**config.mk**
```make
export PLATFORM = sky130hd
export DESIGN_NAME = jstk_spi_responder
export DESIGN_NICKNAME = d
export VERILOG_FILES = /design/src/rtl/jstk_spi_responder.sv
export SDC_FILE = /design/constraint.sdc
export NUM_CORES = 1
export LEC_CHECK = 0
export CORE_MARGIN = 5
export CORE_UTILIZATION = 35
export CTS_CLUSTER_DIAMETER = 120
export DETAILED_ROUTE_END_ITERATION = 10
export HOLD_SLACK_MARGIN = 0.15
export PLACE_DENSITY_LB_ADDON = 0.3
export SKIP_LAST_GASP = 1
export SLEW_MARGIN = 25
export SYNTH_ARGS = -nofsm -noshare
export SYNTH_HDL_FRONTEND = slang
export SYNTH_SLANG_ARGS = --single-unit
```
**constraint.sdc**
```tcl
create_clock -name clk -period 1.95 [get_ports clk]
set_input_delay 0.4875 -clock clk [delete_from_list [all_inputs] [get_ports clk]]
set_output_delay 0.4875 -clock clk [all_outputs]
set_load 0.005 [all_outputs]
```
**src/rtl/jstk_spi_responder.sv**
```systemverilog
// jstk_spi_responder: SPI mode-0 slave standing in for the joystick module.
// Returns 5-byte X/Y/button frames and captures the master's LED command.
module jstk_spi_responder #(
  parameter int SCLK_MIN_HALF = 4
) (
  input  logic       clk,
  input  logic       rst,
  input  logic       SS,
  input  logic       SCLK,
  input  logic       MOSI,
  output logic       MISO,
  input  logic [9:0] x_pos,
  input  logic [9:0] y_pos,
  input  logic [2:0] buttons,
  output logic [1:0] led,
  output logic       cmd_valid,
  output logic       frame_done,
  output logic       frame_err,
  output logic       busy
);

  // SCLK levels shorter than two clk cycles cannot be resolved by the
  // synchronizer, so such a build never reports SCLK edges at all.
  localparam logic TRACK = (SCLK_MIN_HALF >= 2);

  typedef enum logic [1:0] {
    IDLE,
    SHIFT,
    DONE
  } state_t;

  state_t      state;
  logic [2:0]  ss_q;
  logic [2:0]  sclk_q;
  logic [1:0]  mosi_q;
  logic [38:0] tx;
  logic [6:0]  rx;
  logic [5:0]  bit_cnt;

  logic        ss_fall;
  logic        ss_rise;
  logic        sclk_rise;
  logic        sclk_fall;
  logic [7:0]  rx_next;
  logic [39:0] tx_frame;

  // Pin synchronizers keep running through reset, so an SS that is already
  // low at reset release looks steady and is not taken as a fresh fall.
  always_ff @(posedge clk) begin
    ss_q   <= {ss_q[1:0], SS};
    sclk_q <= {sclk_q[1:0], SCLK};
    mosi_q <= {mosi_q[0], MOSI};
  end

  assign ss_fall   = ss_q[2] & ~ss_q[1];
  assign ss_rise   = ~ss_q[2] & ss_q[1];
  assign sclk_rise = TRACK & ~sclk_q[2] & sclk_q[1];
  assign sclk_fall = TRACK & sclk_q[2] & ~sclk_q[1];
  assign rx_next   = {rx, mosi_q[1]};

  assign tx_frame = {
    x_pos[7:0], 6'b0, x_pos[9:8],
    y_pos[7:0], 6'b0, y_pos[9:8],
    5'b0, buttons
  };

  // Frame sequencing, shift registers and all registered outputs
  always_ff @(posedge clk) begin
    if (!rst) begin
      state      <= IDLE;
      tx         <= '0;
      rx         <= '0;
      bit_cnt    <= '0;
      MISO       <= 1'b0;
      led        <= 2'b00;
      cmd_valid  <= 1'b0;
      frame_done <= 1'b0;
      frame_err  <= 1'b0;
      busy       <= 1'b0;
    end else begin
      cmd_valid  <= 1'b0;
      frame_done <= 1'b0;
      frame_err  <= 1'b0;
      unique case (state)
        IDLE: begin
          MISO <= 1'b0;
          busy <= 1'b0;
          if (ss_fall) begin
            tx      <= tx_frame[38:0];
            MISO    <= tx_frame[39];
            rx      <= '0;
            bit_cnt <= '0;
            busy    <= 1'b1;
            state   <= SHIFT;
          end
        end
        SHIFT: begin
          if (ss_rise) begin
            frame_err <= 1'b1;
            busy      <= 1'b0;
            MISO      <= 1'b0;
            state     <= IDLE;
          end else if (sclk_rise) begin
            rx      <= rx_next[6:0];
            bit_cnt <= bit_cnt + 6'd1;
            if (bit_cnt == 6'd7 && rx_next[7:2] == 6'b100000) begin
              led       <= rx_next[1:0];
              cmd_valid <= 1'b1;
            end
            if (bit_cnt == 6'd39) begin
              MISO  <= 1'b0;
              state <= DONE;
            end
          end else if (sclk_fall) begin
            MISO <= tx[38];
            tx   <= {tx[37:0], 1'b0};
          end
        end
        DONE: begin
          MISO <= 1'b0;
          if (ss_rise) begin
            frame_done <= 1'b1;
            busy       <= 1'b0;
            state      <= IDLE;
          end
        end
        default: state <= IDLE;
      endcase
    end
  end

endmodule

```
==> flow_metrics.env <==
export IMPL_status="completed"
export IMPL_drive_gt1_frac=0.109
export IMPL_fmax_mhz=547
export IMPL_setup_viol=0
export IMPL_synth_top_cell_area_share=0.433
export IMPL_clock_power_share=0.333
export IMPL_cts_sinks=69
export IMPL_design_die_area_um2=11100
export IMPL_crit_type="reg2reg"
export IMPL_io_buffer_count=34
export IMPL_crit_required_ns=2.18
export IMPL_switchingPower_w=0.00104
export IMPL_die_x_um=105
export IMPL_grt_pass1_wl_um=10900
export IMPL_cp_endpoint="tx[24]$_SDFFE_PN0P_"
export IMPL_power_leakage_nw=1.72
export IMPL_cts_root_buffer="clkbuf_8"
export IMPL_cp_data_arrival_time_ns=2.06
export IMPL_skew_ns=0.00805
export IMPL_min_delay_start="sclk_q[0]$_DFF_P_"
export IMPL_min_path_type="reg2reg"
export IMPL_rsz0062_at_grt="no"
export IMPL_synth_seq_cells=69
export IMPL_crit_start="state[0]$_SDFFE_PN0P_"
export IMPL_synthCells=318
export IMPL_path_clk_slew_ns=0.07
export IMPL_yosys_top_cells_count="69 x dfxtp_1, 55 x mux2i_1, 43 x nand2_1"
export IMPL_maxCapViolations=0
export IMPL_cp_slowest_cell="dfxtp_1"
export IMPL_syn_cell_area_um2=3190
export IMPL_fin_crit_ns=1.83
export IMPL_nets=386
export IMPL_place_congestion=0.754
export IMPL_p_sw_frac=0.279
export IMPL_cp_depth=6
export IMPL_antenna_found_initial=0
export IMPL_pwr_share_comb=0.241
export IMPL_rr_worst_depth=6
export IMPL_antenna_cells=0
export IMPL_worstPathCellList="inv_1 -> ha_1 -> mux2i_2 -> a211oi_4 -> or2_4 -> o211a_1"
export IMPL_period_share=0.938
export IMPL_tightestPinTransition_ns=0.524
export IMPL_finalWorstSetupSlack_ns=0.121
export IMPL_ys_top_cells_by_area="dfxtp_1 43%, mux2i_1 17%, o211a_1 6.9%"
export IMPL_avgRoutedWirePerCell_um=13.2
export IMPL_grt_use_total=0.118
export IMPL_synth_cell_types=39
export IMPL_cts_tree="done"
export IMPL_core_um2=8810
export IMPL_clockBufferDepth=2
export IMPL_drt_iter0_drc=128
export IMPL_internal_power_w=0.00268
export IMPL_io_pins=35
export IMPL_ant_nets=0
export IMPL_final_hold_violation_count=0
export IMPL_grt_max_degree=44
export IMPL_path_buf_inv=1
export IMPL_synthFlopType="dfxtp_1"
export IMPL_clk_latency_ns=0.34
export IMPL_firstDrtPassIters=4
export IMPL_syn_area_per_cell_um2=10.0
export IMPL_yosysMostFrequentCell="dfxtp_1"
export IMPL_r2r_start="state[0]$_SDFFE_PN0P_"
export IMPL_critPathLaunchType="register"
export IMPL_powerDensity_nw_per_um2=969
export IMPL_final_util=0.435
export IMPL_r2r_slack_ns=0.12
export IMPL_dieHeight_um=105
export IMPL_synth_top_area_cell="dfxtp_1"
export IMPL_routed_wl_um=6170
export IMPL_fill_cells=835
export IMPL_cts_hold_buf=0
export IMPL_power_frac_seq=0.426
export IMPL_crit_path_end_kind="register"
export IMPL_initial_core_util=0.362
export IMPL_synth_net_count=351
export IMPL_vias_per_cell=5.12
export IMPL_num_rows=34
export IMPL_slew_violations=0
export IMPL_synth_edf_count=0
export IMPL_first_global_vias=2328
export IMPL_vias=2384
export IMPL_htreeDepth=3
export IMPL_hpwl_um=4060
export IMPL_async_flop_share=0
export IMPL_ys_warn_count=0
export IMPL_gr_total_overflow=0
export IMPL_hold_slack_ns=0.328
export IMPL_syn_to_final_growth_pct=20.3
export IMPL_drc=0
export IMPL_timing_rr_end="tx[24]$_SDFFE_PN0P_"
export IMPL_critPathMaxStageDelay_ns=0.39
export IMPL_dp_worst_setup_slack_ns=-0.0240
export IMPL_slew_headroom=0.648
export IMPL_path_max_fanout=22
export IMPL_cts_buffers=9
export IMPL_cp_top_family="flip-flops"
export IMPL_synth_seq_area_share=0.433
export IMPL_ir_drop_mv=0.461
==> how the worst min path moves through the flow <==
| stage | end | slack [ns] | depth (start not counted) |
|---|---|---|---|
| floorplan | mosi_q[1]$_DFF_P_ | 0.31 | 0 |
| global placement | ss_q[1]$_DFF_P_ | 0.31 | 0 |
| detailed placement | mosi_q[1]$_DFF_P_ | 0.32 | 0 |
| CTS | sclk_q[1]$_DFF_P_ | 0.33 | 0 |
| global route | sclk_q[1]$_DFF_P_ | 0.34 | 0 |
| finish | sclk_q[1]$_DFF_P_ | 0.33 | 0 |
==> cell usage in the layout (no fill, tap or decap), types with 3 or more instances in the layout <==
cell type,instances
ha_1,4
buf_4,10
o211a_1,22
and3_1,3
clkbuf_8,9
o21ai_0,24
o21ai_1,3
clkdlybuf4s50_1,33
nand2b_1,7
mux2i_1,55
nor2b_1,3
clkbuf_1,3
dfxtp_1,69
nand3_1,28
nand2_1,43
buf_12,4
a21oi_1,3
==> cells by family (layout without fill, tap and decap cells) <==
| kind of cell | Yosys count | count (layout) | synth area share |
|---|---|---|---|
| buffers and inverters | 26 | 66 | 0.0640 |
| multiplexers | 56 | 56 | 0.177 |
| adder cells (fa/ha/maj) | 5 | 5 | 0.0196 |
| AND/OR/NAND/NOR | 103 | 103 | 0.167 |
| flip-flops | 69 | 69 | 0.433 |
| AO/OA/AOI/OAI | 59 | 59 | 0.139 |
==> area by class of cell <==
cell class | count | area [um^2] | share of cell area
clock buffer | 12 | 135 | 0.0352
clock inverter | 4 | 72.6 | 0.0189
inverter | 2 | 7.51 | 0.00196
multi-input combinational | 223 | 1610 | 0.421
sequential | 69 | 1380 | 0.360
tap | 108 | 135 | 0.0352
timing repair buffer | 48 | 490 | 0.128
==> repair_timing <==
item                                    4_1_cts  5_1_grt
buffers inserted                              1        1
pin swaps                                     1        2
endpoints found under the setup margin       17       10
cloned                                        0        0
resized for setup                             0        2
==> sequential cells by signal, summed over array words and instances (netlist names) <==
| register | flops |
|---|---|
| bit_cnt | 6 |
| state | 2 |
| tx | 39 |
| cmd_valid | 1 |
| frame_err | 1 |
| frame_done | 1 |
| busy | 1 |
| led | 2 |
| rx | 7 |
| MISO | 1 |
| mosi_q | 2 |
| ss_q | 3 |
| sclk_q | 3 |
==> worst reg2reg max path, cell delays in order, from the launching register on <==
cell      delay, ns
dfxtp_1        0.39
inv_1          0.09
ha_1           0.24
mux2i_2        0.30
a211oi_4       0.09
or2_4          0.37
o211a_1        0.25
==> per-layer routing <==
layer,global-route usage,part of all wire
met5,0,0
met4,0.0450,0.012
met3,0.0416,0.052
met2,0.189,0.45
met1,0.146,0.48
==> power by group through the flow <==
stage	Combinational (W)	Clock (W)	Sequential, W
final	0.000896	0.00124	0.00158
after global routing	0.000976	0.00134	0.00160
after CTS	0.000879	0.00128	0.00158
after detailed placement	0.000858	0	0.00161
after global placement	0.000854	0	0.00161
after floorplan	0.000707	0	0.00159
==> stage by stage <==
step / TNS (ns) / instance area [um^2] / std cells / total power [W]
2_1_floorplan: 0 / 3190 / 318 / 0.00230
4_1_cts: 0 / 3810 / 465 / 0.00374
3_5_place_dp: -0.0808 / 3580 / 448 / 0.00247
6_report: 0 / 3830 / 466 / 0.00371
3_3_place_gp: 0 / 3580 / 448 / 0.00246
5_1_grt: 0 / 3830 / 466 / 0.00391
No activity file was read; power rests on OpenSTA's default activity.
